**src/rtl/ir_sequencer.sv**
```systemverilog
// ir_sequencer: splits the instruction-memory word stream into opcodes and
// bubble instructions, assembling the extension words that follow an
// immediate-flagged opcode into one wide immediate. Supports stall, flush
// on jump/interrupt, and an asynchronous active-low reset.
module ir_sequencer #(
    parameter int               WIDTH        = 16,
    parameter int               IMM_WORDS    = 2,
    parameter int               IMM_BIT      = 2,
    parameter int               DST_LSB      = 3,
    parameter int               DST_MSB      = 6,
    parameter logic [WIDTH-1:0] BUBBLE_INSTR = 16'h07F8
) (
    input  logic                       clk,
    input  logic                       rstN,
    input  logic [WIDTH-1:0]           inWord,
    input  logic                       inValid,
    input  logic                       stall,
    input  logic                       jumpBit,
    input  logic                       interruptBit,
    output logic [WIDTH-1:0]           instruction,
    output logic [WIDTH*IMM_WORDS-1:0] immediate,
    output logic                       outValid,
    output logic                       iamBubble,
    output logic                       immDone,
    output logic                       busy
);

    localparam int CNT_W = (IMM_WORDS > 1) ? $clog2(IMM_WORDS) : 1;
    localparam logic [CNT_W-1:0] LAST_CNT = CNT_W'(IMM_WORDS - 1);

    typedef enum logic {
        IDLE,
        COLLECT
    } state_t;

    state_t                     state;
    state_t                     state_nxt;
    logic [CNT_W-1:0]           cnt;
    logic [CNT_W-1:0]           cnt_nxt;
    logic [WIDTH-1:0]           saved_op;
    logic [WIDTH-1:0]           saved_nxt;
    logic [WIDTH-1:0]           instr_nxt;
    logic [WIDTH*IMM_WORDS-1:0] imm_nxt;
    logic                       valid_nxt;
    logic                       bubble_nxt;
    logic                       done_nxt;
    logic [WIDTH-1:0]           bubble_word;
    logic                       flush;

    assign flush = jumpBit | interruptBit;
    assign busy  = (state == COLLECT);

    // Bubble carries the saved opcode's destination field so later stages can forward to it
    always_comb begin
        bubble_word                  = BUBBLE_INSTR;
        bubble_word[DST_MSB:DST_LSB] = saved_op[DST_MSB:DST_LSB];
    end

    // Next-state and output decode: flush beats stall, stall freezes everything
    always_comb begin
        state_nxt  = state;
        cnt_nxt    = cnt;
        saved_nxt  = saved_op;
        instr_nxt  = instruction;
        imm_nxt    = immediate;
        valid_nxt  = outValid;
        bubble_nxt = iamBubble;
        done_nxt   = immDone;

        if (flush || !stall) begin
            if (flush) begin
                state_nxt = IDLE;
                cnt_nxt   = '0;
            end

            if (!inValid) begin
                valid_nxt  = 1'b0;
                bubble_nxt = 1'b0;
                done_nxt   = 1'b0;
            end else if (flush || state == IDLE) begin
                instr_nxt  = inWord;
                valid_nxt  = 1'b1;
                bubble_nxt = 1'b0;
                done_nxt   = 1'b0;
                if (inWord[IMM_BIT]) begin
                    saved_nxt = inWord;
                    imm_nxt   = '0;
                    state_nxt = COLLECT;
                    cnt_nxt   = '0;
                end
            end else begin
                for (int k = 0; k < IMM_WORDS; k++) begin
                    if (cnt == CNT_W'(k)) begin
                        imm_nxt[k*WIDTH +: WIDTH] = inWord;
                    end
                end
                instr_nxt  = bubble_word;
                valid_nxt  = 1'b1;
                bubble_nxt = 1'b1;
                if (cnt == LAST_CNT) begin
                    done_nxt  = 1'b1;
                    state_nxt = IDLE;
                    cnt_nxt   = '0;
                end else begin
                    done_nxt  = 1'b0;
                    cnt_nxt   = cnt + CNT_W'(1);
                end
            end
        end
    end

    // State and output registers with asynchronous active-low clear
    always_ff @(posedge clk or negedge rstN) begin
        if (!rstN) begin
            state       <= IDLE;
            cnt         <= '0;
            saved_op    <= '0;
            instruction <= '0;
            immediate   <= '0;
            outValid    <= 1'b0;
            iamBubble   <= 1'b0;
            immDone     <= 1'b0;
        end else begin
            state       <= state_nxt;
            cnt         <= cnt_nxt;
            saved_op    <= saved_nxt;
            instruction <= instr_nxt;
            immediate   <= imm_nxt;
            outValid    <= valid_nxt;
            iamBubble   <= bubble_nxt;
            immDone     <= done_nxt;
        end
    end

endmodule

```
**config.mk**
```make
export PLATFORM = sky130hd
export DESIGN_NAME = ir_sequencer
export DESIGN_NICKNAME = d
export VERILOG_FILES = /design/src/rtl/ir_sequencer.sv
export SDC_FILE = /design/constraint.sdc
export NUM_CORES = 1
export LEC_CHECK = 0
export BUFFER_PORTS_ARGS = -buffer_cell sky130_fd_sc_hd__buf_4
export CORE_UTILIZATION = 45
export DETAILED_ROUTE_END_ITERATION = 10
export PLACE_DENSITY = 0.69
export SYNTH_ARGS = -nofsm -noshare
export SYNTH_HDL_FRONTEND = slang
export SYNTH_SLANG_ARGS = --single-unit
```
**constraint.sdc**
```tcl
create_clock -name clk -period 2 [get_ports clk]
set_clock_uncertainty 0.1 [all_clocks]
set_input_delay 0.1 -clock clk [delete_from_list [all_inputs] [get_ports clk]]
set_output_delay 0.1 -clock clk [all_outputs]
set_load 0.01 [all_outputs]
```
==> flow_metrics.py <==
metrics = {
    "floorplanning": {
        "initial_core_util_pct": 47.4,
        "placementRows": 28,
        "die_height_um": 81.4,
        "design.core.area_um2": 5990,
        "horizontal_die_dimension_um": 81.4,
        "io_pins": 74,
        "design.die.area_um2": 6630,
    },
    "timing": {
        "period_minus_slack_ns": 1.80,
        "rsz0062_at_grt": "no",
        "fmax_mhz": 557,
        "timing_worst_slew_pin_value_ns": 0.718,
        "maxSlewViolCount": 0,
        "timing_hold_violations_final": 0,
        "timing.max_slew.rel_slack_pct": 52.1,
        "number_of_failing_setup_endpoints_in_the_final_timing_report": 0,
        "layout_setup_ws_ns": 0.203,
        "finalHoldWorstSlack_ns": 0.0348,
        "finalCritPeriodShare_pct": 89.8,
        "setup_tns_ns": 0,
    },
    "synthesis": {
        "syn-num-nets": 260,
        "synth_top_cell_by_area": "sky130_fd_sc_hd__dfrtp_1",
        "postSynth.topFlopCell": "sky130_fd_sc_hd__dfrtp_1",
        "syn_avg_cell_area_um2": 11.9,
        "syn_inst": 238,
        "post_synth_design_cell_area_um2": 2840,
        "yosys-mux-area-fraction_pct": 7.72,
        "synth_compound_gate_area_share_pct": 19.9,
        "post_synth_main_area_contributors": "sky130_fd_sc_hd__dfrtp_1 50%, sky130_fd_sc_hd__o31ai_4 7.5%, sky130_fd_sc_hd__o31ai_2 6.6%",
        "synthArstFlopShare_pct": 100,
        "number_of_enable_flip_flop_cells_after_synthesis": 0,
        "post_synth_fa_ha_maj_area_fraction_pct": 0,
        "synth_cell_type_count": 41,
        "synth_seq_area_share_pct": 50.3,
        "synth-simple-area-share_pct": 12.5,
        "synthDominantCellAreaShare_pct": 50.3,
        "post_synth_xor_area_fraction_pct": 0,
        "synth_top_family_by_area": "compound AO/OA/AOI/OAI gates",
        "ys.warnings.count": 0,
        "synth.ff_latch_count": 57,
    },
    "worst_setup_path": {
        "worstPathCellList": "dlygate4sd3_1, buf_4, or3b_1, nand2_2, mux2_2",
        "cpMaxStageDelayCell": "sky130_fd_sc_hd__dlygate4sd3_1",
        "critical_path_required_ns": 2.11,
        "timing.critical_path.buf_inv": 2,
        "path_depth": 5,
        "crit_family": "simple AND/OR/NAND/NOR gates",
        "critPathMaxFanout": 13,
        "worstSetupEndpointType": "register",
        "crit_path_max_incr_delay_ns": 0.52,
        "worst-setup-path-type": "in -> reg",
        "rr_worst_depth": 4,
        "signal_arrival_time_at_the_worst_endpoint_ns": 1.91,
        "timing.critical_path.from_type": "primary input",
    },
    "route": {
        "detail_route.first_pass.iterations": 4,
        "ant_nets": 0,
        "remaining_design_rule_violation_count": 0,
        "drtIter0Drc": 211,
        "wl_met3_um": 270,
        "wire_length_per_cell_um": 15.5,
        "detail_route.vias_per_cell": 5.06,
        "detail_route.wirelength.met1_um": 3090,
        "maxUsedRoutingLayer": "met4",
        "drt_wl_total_um": 6430,
        "routed-via-count": 2093,
        "met2_routed_length_um": 2920,
    },
    "grt": {
        "antenna_violations_before_repair": 0,
        "globalRouteTotalUtil_pct": 21.8,
        "first_global_vias": 2065,
        "wire_length_of_the_first_global_routing_pass_um": 10600,
        "congestion_overflow_gr": 0,
        "grt_max_degree": 58,
    },
    "placed_design": {
        "dp.final_hpwl_um": 4320,
        "globalplace.congestion": 0.784,
        "post-place-ws_ns": 0.226,
        "port_buffers": 73,
    },
    "clock_network": {
        "cts_tree": "yes",
        "cts.clk_slew.worst_paths_ns": 0.06,
        "cts.path.max_buffers": 2,
        "count_of_buffers_added_by_post_cts_timing_repair_for_setup": 0,
        "cts.sink_count": 57,
        "clock_insertion_delay_worst_skew_ns": 0.32,
        "clockRootBuffer": "sky130_fd_sc_hd__clkbuf_8",
        "ctsHtreeMaxLevel": 3,
        "cts_buffers": 9,
    },
    "layout": {
        "mostFrequentLayoutCells": "81 x sky130_fd_sc_hd__buf_4, 57 x sky130_fd_sc_hd__dfrtp_1, 34 x sky130_fd_sc_hd__inv_1",
        "area_delta_synth_final_pct": 34.2,
        "most_common_library_cell_in_the_layout_ignoring_fill_and_taps": "sky130_fd_sc_hd__buf_4",
        "diodes": 0,
        "share_of_layout_cells_above_drive_strength_1_pct": 41.0,
        "layout.filler_cells": 468,
        "final_nets": 357,
    },
    "status": {
        "outcome": "complete, no violations",
    },
    "pwr": {
        "power.density_nw_per_um2": 682,
        "cellLeakagePower_nw": 1.75,
        "peakVddDrop_v": 0.000479,
    },
    "worst_hold_path": {
        "worst_hold_path.num_cells": 4,
        "timing.hold.worst.class": "in -> reg",
    },
    "flow_run": {
        "cap_viol_max_count": 0,
    },
}
[logic make-up (layout without fill, tap and decap cells)]
kind of cell    after synthesis  in the layout
compound gates               49             49
buf+inv                      52            153
flops                        57             57
mux                          19             19
simple gates                 61             61
[final cells by class]
class / count / area, um^2 / share of cell area (%)
clock buffers: 12 / 145 / 3.81
inverters: 34 / 128 / 3.35
flip-flops and latches: 57 / 1430 / 37.5
repair buffers: 104 / 858 / 22.5
clock inverters: 3 / 17.5 / 0.460
well taps: 75 / 93.8 / 2.46
multi-input cells: 129 / 1140 / 29.9
[repair_timing]
action / in CTS / in global routing
hold endpoints to repair: 101 / 0
resized for setup: 0 / 0
hold buffers: 21 / 0
[flip-flops by register name, indices dropped and copies added, names as in the netlist]
register / flops
instruction: 16
cnt: 1
immDone: 1
busy: 1
iamBubble: 1
immediate: 32
saved_op: 4
outValid: 1
[tightest hold or removal path, stage by stage]
cell and delay [ns]:
sky130_fd_sc_hd__buf_4 0.12, sky130_fd_sc_hd__nor2_1 0.07, sky130_fd_sc_hd__nand3_1 0.08, sky130_fd_sc_hd__nand2_1 0.05
[path summary, 6_finish.rpt]
check | end | from | slack, ns
max | instruction[12] | stall | 0.20
max in group asynchronous | iamBubble | rstN | 1.05
min reg2reg | instruction[2] | instruction[2] | 0.39
min | outValid | interruptBit | 0.03
min in group asynchronous | instruction[15] | rstN | 0.27
max reg2reg | busy | busy | 0.21
[through the flow]
step	instances	cell area [um^2]	utilization (%)	total power, mW
final	414	3810	63.6	2.60
after global routing	414	3810	63.6	2.73
after CTS	414	3810	63.6	2.62
after detailed placement	378	3440	57.4	1.69
after global placement	378	3440	57.4	1.68
after floorplan	238	2840	-	1.49
[synthesized netlist by cell type, types with 3 or more instances]
cell	count
sky130_fd_sc_hd__a21oi_1	6
sky130_fd_sc_hd__a31oi_1	4
sky130_fd_sc_hd__buf_4	3
sky130_fd_sc_hd__buf_6	5
sky130_fd_sc_hd__clkbuf_1	7
sky130_fd_sc_hd__dfrtp_1	57
sky130_fd_sc_hd__inv_1	34
sky130_fd_sc_hd__mux2_2	7
sky130_fd_sc_hd__mux2_4	4
sky130_fd_sc_hd__mux2i_1	8
sky130_fd_sc_hd__nand3_1	31
sky130_fd_sc_hd__nor2_1	8
sky130_fd_sc_hd__nor2b_1	8
sky130_fd_sc_hd__o31ai_1	6
sky130_fd_sc_hd__o31ai_2	15
sky130_fd_sc_hd__o31ai_4	10
[routing by layer]
layer / track usage [%] / up-vias
met5: 0 / -
met4: 10.9 / 0
met3: 3.44 / 13
met2: 31.9 / 67
met1: 31.1 / 988
li1: - / 1025
[report_power, final]
part / switching [mW] / internal (mW) / leakage, nW / total (mW)
Clock: 0.427 / 0.472 / 0.0822 / 0.899
Combinational: 0.201 / 0.220 / 0.926 / 0.421
Sequential: 0.0471 / 1.23 / 0.742 / 1.28
Total: 0.675 / 1.92 / 1.75 / 2.60
No activity file was read; power rests on OpenSTA's default activity.
